## src/rtl/coin_acceptor_if.sv

```systemverilog
// Coin-chute bus: raw sensors and the dispense flag toward the acceptor, queued coin codes and status back.
// master = vend side / stimulus, slave = coin_acceptor.
interface coin_acceptor_if;
  logic       nickel_in;
  logic       dime_in;
  logic       coke;
  logic [1:0] coin;
  logic       reject;
  logic [2:0] pending;

  modport master (
    output nickel_in, dime_in, coke,
    input  coin, reject, pending
  );

  modport slave (
    input  nickel_in, dime_in, coke,
    output coin, reject, pending
  );
endinterface

```

## src/rtl/coin_acceptor.sv

```systemverilog
// Coin front end: sync + debounce two chute sensors, queue coins in a 4-deep FIFO, issue one-cycle codes.
// Push DEB_CYCLES+2 edges after first sample; pops stall while coke is high and always leave a 00 gap.
module coin_acceptor #(
  parameter int DEB_CYCLES = 4
) (
  input  logic           clk,
  input  logic           rst,
  coin_acceptor_if.slave bus
);

  typedef enum logic [1:0] {IDLE, CONFIRM, HELD, RELEASE} deb_state_t;

  localparam logic [7:0] CNT_LAST = 8'(DEB_CYCLES - 1);

  // Channel index 0 = nickel, 1 = dime throughout.
  logic [1:0] sync1;
  logic [1:0] sync2;
  deb_state_t state [2];
  logic [7:0] cnt   [2];
  logic [1:0] req;

  logic [1:0] mem [4];
  logic [1:0] wr_ptr;
  logic [1:0] rd_ptr;
  logic [2:0] count;
  logic [1:0] coin_q;
  logic       reject_q;

  logic       full;
  logic       empty;
  logic       pop;
  logic       push;
  logic       drop;
  logic [1:0] push_code;

  always_comb begin
    req = 2'b00;
    for (int c = 0; c < 2; c++) begin
      req[c] = (state[c] == CONFIRM) && sync2[c] && (cnt[c] == CNT_LAST);
    end
  end

  always_ff @(posedge clk or negedge rst) begin
    if (!rst) begin
      sync1 <= 2'b00;
      sync2 <= 2'b00;
      for (int c = 0; c < 2; c++) begin
        state[c] <= IDLE;
        cnt[c]   <= 8'd0;
      end
    end else begin
      sync1 <= {bus.dime_in, bus.nickel_in};
      sync2 <= sync1;
      for (int c = 0; c < 2; c++) begin
        case (state[c])
          IDLE: begin
            if (sync2[c]) begin
              state[c] <= CONFIRM;
              cnt[c]   <= 8'd1;
            end
          end
          CONFIRM: begin
            if (!sync2[c]) begin
              state[c] <= IDLE;
            end else if (cnt[c] == CNT_LAST) begin
              state[c] <= HELD;
            end else begin
              cnt[c] <= cnt[c] + 8'd1;
            end
          end
          HELD: begin
            if (!sync2[c]) begin
              state[c] <= RELEASE;
              cnt[c]   <= 8'd1;
            end
          end
          RELEASE: begin
            // A return to high here is contact bounce, not a second coin.
            if (sync2[c]) begin
              state[c] <= HELD;
            end else if (cnt[c] == CNT_LAST) begin
              state[c] <= IDLE;
            end else begin
              cnt[c] <= cnt[c] + 8'd1;
            end
          end
          default: state[c] <= IDLE;
        endcase
      end
    end
  end

  assign full  = (count == 3'd4);
  assign empty = (count == 3'd0);
  // Requiring coin==00 forces a gap cycle, so a coke rise is always seen before the next pop.
  assign pop   = !empty && !bus.coke && (coin_q == 2'b00);

  always_comb begin
    push      = 1'b0;
    drop      = 1'b0;
    push_code = 2'b00;
    case (req)
      2'b01: begin
        push_code = 2'b01;
        push      = !full || pop;
        drop      = full && !pop;
      end
      2'b10: begin
        push_code = 2'b10;
        push      = !full || pop;
        drop      = full && !pop;
      end
      2'b11:   drop = 1'b1;
      default: drop = 1'b0;
    endcase
  end

  always_ff @(posedge clk) begin
    if (push) begin
      mem[wr_ptr] <= push_code;
    end
  end

  always_ff @(posedge clk or negedge rst) begin
    if (!rst) begin
      wr_ptr   <= 2'd0;
      rd_ptr   <= 2'd0;
      count    <= 3'd0;
      coin_q   <= 2'b00;
      reject_q <= 1'b0;
    end else begin
      reject_q <= drop;
      coin_q   <= pop ? mem[rd_ptr] : 2'b00;
      if (pop) begin
        rd_ptr <= rd_ptr + 2'd1;
      end
      if (push) begin
        wr_ptr <= wr_ptr + 2'd1;
      end
      if (push && !pop) begin
        count <= count + 3'd1;
      end else if (pop && !push) begin
        count <= count - 3'd1;
      end
    end
  end

  assign bus.coin    = coin_q;
  assign bus.reject  = reject_q;
  assign bus.pending = count;

endmodule

```

## src/flat_wrapper.sv

```systemverilog
// flat-port wrapper written by rule: the top's interface ports become plain ports
module coin_acceptor_flat 
#(
  parameter int DEB_CYCLES = 4
)
  (clk, rst, bus_nickel_in, bus_dime_in, bus_coke, bus_coin, bus_reject, bus_pending);
  coin_acceptor_if bus_i ();
  input  logic clk;
  input  logic rst;
  input wire logic [$bits(bus_i.nickel_in)-1:0] bus_nickel_in;
  input wire logic [$bits(bus_i.dime_in)-1:0] bus_dime_in;
  input wire logic [$bits(bus_i.coke)-1:0] bus_coke;
  output wire logic [$bits(bus_i.coin)-1:0] bus_coin;
  output wire logic [$bits(bus_i.reject)-1:0] bus_reject;
  output wire logic [$bits(bus_i.pending)-1:0] bus_pending;
  assign bus_i.nickel_in = bus_nickel_in;
  assign bus_i.dime_in = bus_dime_in;
  assign bus_i.coke = bus_coke;
  assign bus_coin = bus_i.coin;
  assign bus_reject = bus_i.reject;
  assign bus_pending = bus_i.pending;
  coin_acceptor #(.DEB_CYCLES(DEB_CYCLES)) u_core (.clk(clk), .rst(rst), .bus(bus_i));
endmodule
```

## config.mk

```make
export PLATFORM = sky130hd
export DESIGN_NAME = coin_acceptor_flat
export DESIGN_NICKNAME = d
export VERILOG_FILES = /design/src/rtl/coin_acceptor_if.sv /design/src/rtl/coin_acceptor.sv /design/src/flat_wrapper.sv
export SDC_FILE = /design/constraint.sdc
export NUM_CORES = 1
export LEC_CHECK = 0
export BUFFER_PORTS_ARGS = -buffer_cell sky130_fd_sc_hd__buf_2
export CORE_MARGIN = 10
export CORE_UTILIZATION = 60
export CTS_CLUSTER_DIAMETER = 200
export DETAILED_ROUTE_END_ITERATION = 10
export PLACE_DENSITY = 0.78
export SLEW_MARGIN = 40
export SYNTH_ARGS = -nofsm -noshare
export SYNTH_HDL_FRONTEND = slang
export SYNTH_SLANG_ARGS = --single-unit
export TNS_END_PERCENT = 1
```

## constraint.sdc

```tcl
create_clock -name clk -period 3.89 [get_ports clk]
set_input_delay 0.5835 -clock clk [delete_from_list [all_inputs] [get_ports clk]]
set_output_delay 0.5835 -clock clk [all_outputs]
set_load 0.005 [all_outputs]
```

==> impl_metrics.ini, run 1 <==
[run_status]
status = finished, final reports clean

[pwr]
p_comb_share_pct = 33.2
ir_drop_uv = 377
switching_power_uw = 486
p_int_uw = 868
p_clk_share_pct = 16.1
p_sw_share_pct = 35.9
p_seq_share_pct = 50.6
p_leak_uw = 0.000977
powerDensity_nw_per_um2 = 605

[floorplan]
die_x_um = 78.3
die_area_um2 = 6130
core_area_um2 = 3310
die_height_um = 78.3
pin_count = 11
rows = 21
initial_core_util_pct = 61.6

[cts]
cts_tree = done
clock_tree.root_cell = clkbuf_4
numCtsBuffers = 5
post_cts.repair.setup_buffers = 0
cts-hold-fix-buffers = 0
ctsLongestPathBuffers = 2
ctsResizeCount = 0
insertion_delay_ps = 340
cts_sinks = 42
htree_levels = 2
clk_pin_slew_worst_paths_ps = 120

[global_routing]
first_global_vias = 1307
grt_pass1_wl_um = 5930
grt_max_degree = 35
grt_remaining_overflow = 0
antenna_found_initial = 0
grt_usage_pct = 11.8

[logic_synthesis]
synth_seq_cells = 42
synth_cell_types = 42
synth_nets = 184
post_synth.cell_area_avg_um2 = 12.2
syn-cell-area_um2 = 2040
yosysSeqAreaShare_pct = 53.5
synthArstFlopShare_pct = 81.0
syn_inst = 167
ys.flop_type = dfrtp_1
synth_edf_count = 8
synth_warnings = 0

[placed_design]
port_buffers = 10
dp_worst_setup_slack_ps = 444
dp_hpwl_um = 2550
gp_congestion = 0.845

[setup_path]
r2r_slack_ps = 460
cp_slowest_cell = or4b_2
path_cells = ha_1, inv_1, or4b_2, nor4b_2, inv_1, ha_1, nor2b_1, ha_1, inv_1, fa_1, xor2_1, nor2_1, xor2_1
critPathTopFamily = simple AND/OR/NAND/NOR gates
path_buf_inv = 3
cpPeakStageDelay_ps = 640
criticalPathCategory = reg -> reg
worstPathRequired_ps = 4170
cp_max_fo = 5
worstPathArrival_ps = 3710
critPathLaunchType = flip-flop
worstSetupEndpointType = flip-flop

[drt]
wl_per_cell_um = 14.3
via_per_inst = 5.56
drt-initial-drc-count = 68
drc_errors = 0
wl_um = 3320
vias = 1289
dr.pass1.iters = 4
postRouteAntennaNets = 0

[final_layout]
insertedDiodeCount = 0
mostFrequentLayoutCell = dfrtp_1
area_delta_synth_final_pct = 9.76
fin_nets = 202
drive_above_1_share_pct = 18.3
final_cell_mix = dfrtp_1 (34), nor2_1 (14), ha_1 (11)

[sta]
hold_viol_final = 0
fin_crit_sh_pct = 88.1
fin_tns_setup_ps = 0
setup_viol = 0
fin_skew_ps = 11.7
setup_slack_ps = 463
rsz0062_at_grt = false
finalMaxSlewViolations = 0
fin_crit_ps = 3430
slew_headroom_pct = 51.7
fmax_ghz = 0.292
tightest_slew_ps = 719

[hold_path]
min_path_type = in -> async

[job]
max-cap-violations = 0
sequential cells by signal, indices dropped and copies added (netlist names), named ones only:
signal,flops
u_core.sync1,2
u_core.rd_ptr,2
u_core.bus.coin,2
u_core.state,2
u_core.mem,8
u_core.sync2,2
u_core.cnt,16
u_core.wr_ptr,2
u_core.bus.reject,1
u_core.bus.pending,3
power by group through the flow:
stage,Combinational [µW],Clock [µW],Sequential [µW]
final,450,218,685
after global routing,511,251,708
after floorplan,340,0,668
after CTS,453,225,685
after detailed placement,449,0,695
after global placement,425,0,684
layer usage:
metal	global-route usage [%]	share of wire (%)	up-vias
li1	-	-	634
met1	14.1	44	615
met2	18.8	49	32
met3	4.67	5.8	8
met4	4.84	1.7	0
met5	0	0	-
final timing paths:
kind	startpoint	end	depth (start not counted)
worst min register to register	u_core.sync1[1]	u_core.sync2[1]	0
worst min-delay path	rst	u_core.bus.pending[2]	1
max in group asynchronous	rst	u_core.cnt[14]	2
worst max-delay path	u_core.cnt[8]	u_core.bus.pending[2]	13
min in group clk	bus_nickel_in	u_core.sync1[0]	1
worst max register to register	u_core.cnt[8]	u_core.bus.pending[2]	13
worst reg2reg max path: cells and delay by family (launching register included):
| family | cells | cell delay, ps |
|---|---|---|
| AND/OR/NAND/NOR | 4 | 1290 |
| XOR/XNOR | 2 | 300 |
| buffers and inverters | 3 | 250 |
| adder cells (fa/ha/maj) | 4 | 1120 |
| flip-flops | 1 | 420 |
cell families after synthesis:
logic type	Yosys count	synth area share, %
simple gates	58	18.1
flops	42	53.5
compound gates	24	8.04
xor+xnor	13	5.59
fa+ha+maj	12	7.73
buf+inv	11	2.03
mux	7	4.97
per-stage QoR:
| step | util (%) | power [µW] | hold WS (ps) | instance area [µm²] | std cells |
|---|---|---|---|---|---|
| after detailed placement | 64.9 | 1140 | 344 | 2150 | 223 |
| final | 67.6 | 1350 | 90.5 | 2240 | 232 |
| after global routing | 67.6 | 1470 | 78.3 | 2240 | 232 |
| after floorplan | - | 1010 | 288 | 2040 | 167 |
| after CTS | 66.7 | 1360 | 295 | 2210 | 231 |
| after global placement | 64.9 | 1110 | 338 | 2150 | 223 |
Yosys cell counts (3+ instances only):
| library cell | count | area (µm²) |
|---|---|---|
| xnor2_1 | 9 | 78.8 |
| a21o_1 | 3 | 22.5 |
| a21oi_1 | 3 | 15.0 |
| dfrtp_1 | 34 | 851 |
| nand3_1 | 6 | 30.0 |
| nor2b_1 | 4 | 25.0 |
| xor2_1 | 4 | 35.0 |
| and2_1 | 4 | 25.0 |
| nor2_1 | 14 | 52.6 |
| mux2_2 | 5 | 56.3 |
| o21ai_0 | 7 | 35.0 |
| ha_1 | 11 | 138 |
| a22o_1 | 3 | 26.3 |
| inv_1 | 9 | 33.8 |
| nor3_1 | 3 | 15.0 |
| o31ai_1 | 3 | 22.5 |
| edfxtp_1 | 8 | 240 |
| nand2_1 | 8 | 30.0 |
cell type report:
class / count / area [µm²]
Clock inverter: 1 / 5.00
Inverter: 10 / 37.5
Tap cell: 46 / 57.6
Clock buffer: 7 / 55.1
Fill cell: 262 / 1070
Timing Repair Buffer: 12 / 85.1
Multi-Input combinational cell: 114 / 906
Sequential cell: 42 / 1090
Note: power is estimated with default switching activity, not from simulation.
==> run 2: changes to the inputs <==
--- a/config.mk
+++ b/config.mk
@@ -8,8 +8,8 @@
 export BUFFER_PORTS_ARGS = -buffer_cell sky130_fd_sc_hd__buf_2
 export CORE_MARGIN = 10
-export CORE_UTILIZATION = 60
+export CORE_UTILIZATION = 44
 export CTS_CLUSTER_DIAMETER = 200
 export DETAILED_ROUTE_END_ITERATION = 10
-export PLACE_DENSITY = 0.78
+export RECOVER_POWER = 50
 export SLEW_MARGIN = 40
 export SYNTH_ARGS = -nofsm -noshare
==> constraint.sdc (replaced) <==
create_clock -name clk -period 3.89 [get_ports clk]
set_input_delay 0.389 -clock clk [delete_from_list [all_inputs] [get_ports clk]]
set_output_delay 0.389 -clock clk [all_outputs]
set_load 0.005 [all_outputs]
==> run 2 against run 1 <==
- the flow now finishes with violations (max-capacitance violations, max-slew violations)
- register-to-register slack lost 30 ps
- clock skew increased by 1.4 ps
- setup slack lost 28 ps
- fmax fell by 0.82%
- non-clock buffer count shrank 1
- first-iteration DRC count down 13%
- routed wire length up 3.1%
- via count rose by 0.62%
- power increased by 3.4%
- combinational power shrank 1%
==> impl_metrics.ini, run 2 (synthesized netlist as in run 1, its figures left out) <==
[run_status]
status = complete, but fails checks
violations = max-capacitance violations, max-slew violations

[drt]
wl_per_cell_um = 14.4
via_per_inst = 5.47
drt-initial-drc-count = 59
postRouteAntennaNets = 0
wl_um = 3420
dr.pass1.iters = 4
vias = 1297
drc_errors = 0

[cts]
post_cts.repair.setup_buffers = 0
clk_pin_slew_worst_paths_ps = 80
htree_levels = 2
ctsResizeCount = 0
clock_tree.root_cell = clkbuf_8
ctsLongestPathBuffers = 2
insertion_delay_ps = 300
numCtsBuffers = 5
cts_sinks = 42
cts_tree = done
cts-hold-fix-buffers = 0

[final_layout]
fillers = 413
fin_nets = 201
final_cell_mix = dfrtp_1 (34), nor2_1 (14), ha_1 (11)
top_register = u_core.cnt
insertedDiodeCount = 0
area_delta_synth_final_pct = 9.76
mostFrequentLayoutCell = dfrtp_1
largest_reg_flops = 16
final_cells = 237
drive_above_1_share_pct = 15.7

[pwr]
p_seq_share_pct = 49.0
p_leak_uw = 0.000957
p_int_uw = 897
powerDensity_nw_per_um2 = 626
ir_drop_uv = 239
fin_total_pwr_uw = 1400
p_comb_share_pct = 31.8
p_sw_share_pct = 35.9
switching_power_uw = 503
p_clk_share_pct = 19.2

[sta]
fin_skew_ps = 13.2
finalMaxSlewViolations = 35
rsz0062_at_grt = false
slew_headroom_pct = -19.9
fin_crit_sh_pct = 88.8
setup_viol = 0
fin_tns_setup_ps = 0
tightest_slew_ps = 1800
fmax_ghz = 0.289
hold_viol_final = 0
hold_slack_ps = 203
fin_crit_ps = 3460

[global_routing]
first_global_vias = 1350
grt_remaining_overflow = 0
grt_usage_pct = 9.78
antenna_found_initial = 0
grt_pass1_wl_um = 6100
grt_max_degree = 35
grt-busiest-layer = met2
met2_usage_pct = 15.1
grtUsageMet1_pct = 12.2
gr-usage-met3_pct = 3.16

[hold_path]
min_path_type = in -> reg

[setup_path]
path_cells = ha_1, inv_1, or4b_2, nor4b_2, inv_1, ha_1, nor2b_1, ha_1, inv_1, fa_1, xor2_1, nor2_1, xor2_1
cp_max_fo = 5
critPathLaunchType = flip-flop
cpPeakStageDelay_ps = 640
worstPathArrival_ps = 3680
worstPathRequired_ps = 4110
r2r_slack_ps = 430
critPathTopFamily = simple AND/OR/NAND/NOR gates
worstSetupEndpointType = flip-flop
cp_slowest_cell = or4b_2
path_buf_inv = 3
criticalPathCategory = reg -> reg

[job]
max-cap-violations = 1

[placed_design]
placed_cells = 229
gp_congestion = 0.837
dp_hpwl_um = 2490
port_buffers = 10

[floorplan]
initial_core_util_pct = 46.2
pin_count = 11
die_x_um = 88.1
die_area_um2 = 7750
die_height_um = 88.1
rows = 24
core_area_um2 = 4410
## run 2: cell types whose count changed in the layout (fill, tap and decap cells not counted)
cell / change
clkbuf_4: -5
clkbuf_1: +3
clkbuf_8: +4
clkinvlp_4: +1
buf_2: -4
buf_16: -1
clkinv_1: +1
## run 2: power groups by stage
stage	Combinational [µW]	Sequential [µW]	Clock, µW
6_report	445	685	269
5_1_grt	514	707	294
2_1_floorplan	340	668	0
3_3_place_gp	432	686	0
4_1_cts	454	682	277
3_5_place_dp	450	692	0
## run 2: cell type report
| type | count | area, µm² | area share [%] |
|---|---|---|---|
| Inverter | 10 | 37.5 | 1.68 |
| Tap cell | 52 | 65.1 | 2.91 |
| Timing Repair Buffer | 11 | 52.6 | 2.35 |
| Sequential cell | 42 | 1090 | 48.8 |
| Clock buffer | 5 | 68.8 | 3.08 |
| Multi-Input combinational cell | 114 | 906 | 40.5 |
| Clock inverter | 3 | 16.3 | 0.727 |
## run 2: stage by stage
| stage | area, µm² | setup WS (ps) | utilization, % |
|---|---|---|---|
| floorplan | 2040 | 536 | - |
| global placement | 2160 | 573 | 48.9 |
| detailed placement | 2160 | 448 | 48.9 |
| CTS | 2240 | 417 | 50.8 |
| global route | 2240 | 56.8 | 50.7 |
| finish | 2240 | 435 | 50.7 |
## run 2: routing by layer
layer  vias up  part of all wire, %
met5         -                    0
met4         0                  1.9
met3         9                  6.6
met2        42                   45
met1       618                   46
li1        628                    -
## run 2: final timing paths
path,from,end,cells past startpoint
worst max-delay path,u_core.cnt[8],u_core.bus.pending[2],13
worst min-delay path,bus_nickel_in,u_core.sync1[0],1
worst max register to register,u_core.cnt[8],u_core.bus.pending[2],13
worst min register to register,u_core.sync1[0],u_core.sync2[0],0
max in group asynchronous,rst,u_core.cnt[1],1
min in group asynchronous,rst,u_core.rd_ptr[0],1
==> run 3: changes to the inputs <==
Settings changed: ABC_AREA from default to 1, CTS_CLUSTER_DIAMETER 200 to default, SLEW_MARGIN 40 to default.
==> run 3 against run 2 <==
- the flow still finishes with violations (max-capacitance violations, max-slew violations)
- critical endpoint is now u_core.bus.pending[1]
- fmax increased by 10%
- combinational power increased by 3%
- critical path depth increased by 2
- non-clock buffer count decreased by 1
==> impl_metrics.ini, run 3 <==
[sta]
fmax_ghz = 0.320
hold_viol_final = 0
finalMaxSlewViolations = 35
fin_crit_ps = 3130
setup_viol = 0
fin_skew_ps = 5.67
tightest_slew_ps = 1770
rsz0062_at_grt = false
hold_slack_ps = 199
fin_crit_sh_pct = 80.4
slew_headroom_pct = -17.7
fin_tns_setup_ps = 0

[pwr]
p_leak_uw = 0.00115
powerDensity_nw_per_um2 = 619
ir_drop_uv = 387

[setup_path]
cp_num_cells = 15
reg2reg_depth = 15
crit_top_cell = inv_1
critPathTopFamily = adder cells
worstPathArrival_ps = 3310
cp_slowest_cell = dfrtp_1
cpPeakStageDelay_ps = 440
worstSetupEndpointType = flip-flop
path_buf_inv = 5
cp_max_fo = 7
worstPathRequired_ps = 4070
path_cells = ha_1, inv_1, nor2_1, nand3_1, inv_1, nand2_1, nor2_1, inv_1, ha_1, nand2_1, inv_1, ha_1, inv_1, fa_1, mux2_2
critPathLaunchType = flip-flop
criticalPathCategory = reg -> reg

[run_status]
violations = max-capacitance violations, max-slew violations
status = complete, but fails checks

[floorplan]
die_area_um2 = 8120
rows = 25
core_area_um2 = 4750
die_x_um = 90.1
initial_core_util_pct = 45.5
die_height_um = 90.1
pin_count = 11

[logic_synthesis]
synthArstFlopShare_pct = 81.0
post_synth.cell_area_avg_um2 = 8.25
yosysSeqAreaShare_pct = 50.5
synth.top_cell.area_share_pct = 39.4
synth_seq_cells = 42
synth_edf_count = 8
synth_top_cells_by_count = nand2_1 (70), inv_1 (38), nor2_1 (35)
post-synth-top-count-cell = nand2_1
synth_cell_types = 22
synth.area.top_cells = dfrtp_1 (39%), nand2_1 (12%), edfxtp_1 (11%)
syn-cell-area_um2 = 2160
synth_nets = 279
yosys.area.top_type = dfrtp_1
ys.flop_type = dfrtp_1
synth_warnings = 0
syn_inst = 262

[placed_design]
dp_hpwl_um = 2760
port_buffers = 10
place_area_um2 = 2280
placed_cells = 337
gp_congestion = 0.804

[final_layout]
postLayoutCellArea_um2 = 2390
area_delta_synth_final_pct = 10.5
fin_util_pct = 50.2
final_cells = 345
drive_above_1_share_pct = 7.19
top_register = u_core.cnt
insertedDiodeCount = 0
mostFrequentLayoutCell = nand2_1
fin_nets = 294
final_cell_mix = nand2_1 (70), inv_1 (38), nor2_1 (35)
largest_reg_flops = 16

[drt]
drt-initial-drc-count = 48
postRouteAntennaNets = 0
vias = 1600
wl_um = 3750
dr.pass1.iters = 6
wl_per_cell_um = 10.9
via_per_inst = 4.64
drc_errors = 0

[cts]
insertion_delay_ps = 290
ctsLongestPathBuffers = 2
cts_tree = done
clock_tree.root_cell = clkbuf_8
ctsResizeCount = 0
numCtsBuffers = 5
cts_sinks = 42
cts-hold-fix-buffers = 0
post_cts.repair.setup_buffers = 0
clk_pin_slew_worst_paths_ps = 80
htree_levels = 2

[global_routing]
grt_max_degree = 35
grt_remaining_overflow = 0
grt_usage_pct = 10.3
first_global_vias = 1641
grt_pass1_wl_um = 7230
antenna_found_initial = 0

[hold_path]
whs_path_depth = 1
min_path_type = in -> reg

[job]
max-cap-violations = 1
-- run 3: cell types whose count changed after synthesis, sizes merged, moves of 8 or more --
cell	before	now
nor2	14	38
nand3	6	21
o21ai	7	21
inv	10	39
xnor2	9	1
nand2	8	71
-- run 3: worst reg2reg max path, stage by stage (launching register included) --
cell	delay [ps]
dfrtp_1	440
ha_1	220
inv_1	60
nor2_1	160
nand3_1	120
inv_1	80
nand2_1	60
nor2_1	170
inv_1	90
ha_1	350
nand2_1	210
inv_1	70
ha_1	190
inv_1	110
fa_1	430
mux2_2	270
-- run 3: power by group --
part           switching (µW)  total [µW]  internal (µW)
sequential                120         673            553
combinational             289         458            169
clock                     155         346            191
-- run 3: area by class of cell --
cell class,instances,area [µm²]
fill,476,2370
sequential,42,1090
multi-input combinational,179,910
inverter,39,146
tap,67,83.8
clock buffer,5,68.8
clock inverter,3,45.0
timing repair buffer,10,43.8
-- run 3: cell families after synthesis --
family / synth area share (%)
xor gates and xnor gates: 2.84
adders and majority gates: 7.29
and+or+nand+nor: 25.2
AOI/OAI and AO/OA: 6.19
buffers and inverters: 7.47
muxes: 0.521
DFF: 50.5
-- run 3: path summary, 6_finish.rpt --
check | startpoint | endpoint | slack (ps)
hold / removal | bus_dime_in | u_core.sync1[1] | 200
min in group asynchronous | rst | u_core.rd_ptr[0] | 550
setup reg to reg | u_core.cnt[0] | u_core.bus.pending[1] | 760
hold reg to reg | u_core.sync1[0] | u_core.sync2[0] | 360
max in group asynchronous | rst | async pin | 2310
setup / recovery | u_core.cnt[0] | u_core.bus.pending[1] | 760
-- run 3: per-stage QoR --
step           setup WS (ps)  total power, µW
6_report                 761             1480
5_1_grt                  369             1620
4_1_cts                  767             1500
3_5_place_dp             802             1140
3_3_place_gp             921             1130
2_1_floorplan           1090             1010
-- run 3: layer usage --
| metal | vias up | routed length, µm | GRT usage, % |
|---|---|---|---|
| met2 | 19 | 1730 | 16.8 |
| met1 | 731 | 1870 | 13.0 |
| met3 | 4 | 128 | 2.49 |
| met4 | 0 | 32 | 3.71 |
| li1 | 846 | - | - |
| met5 | - | 0 | 0 |
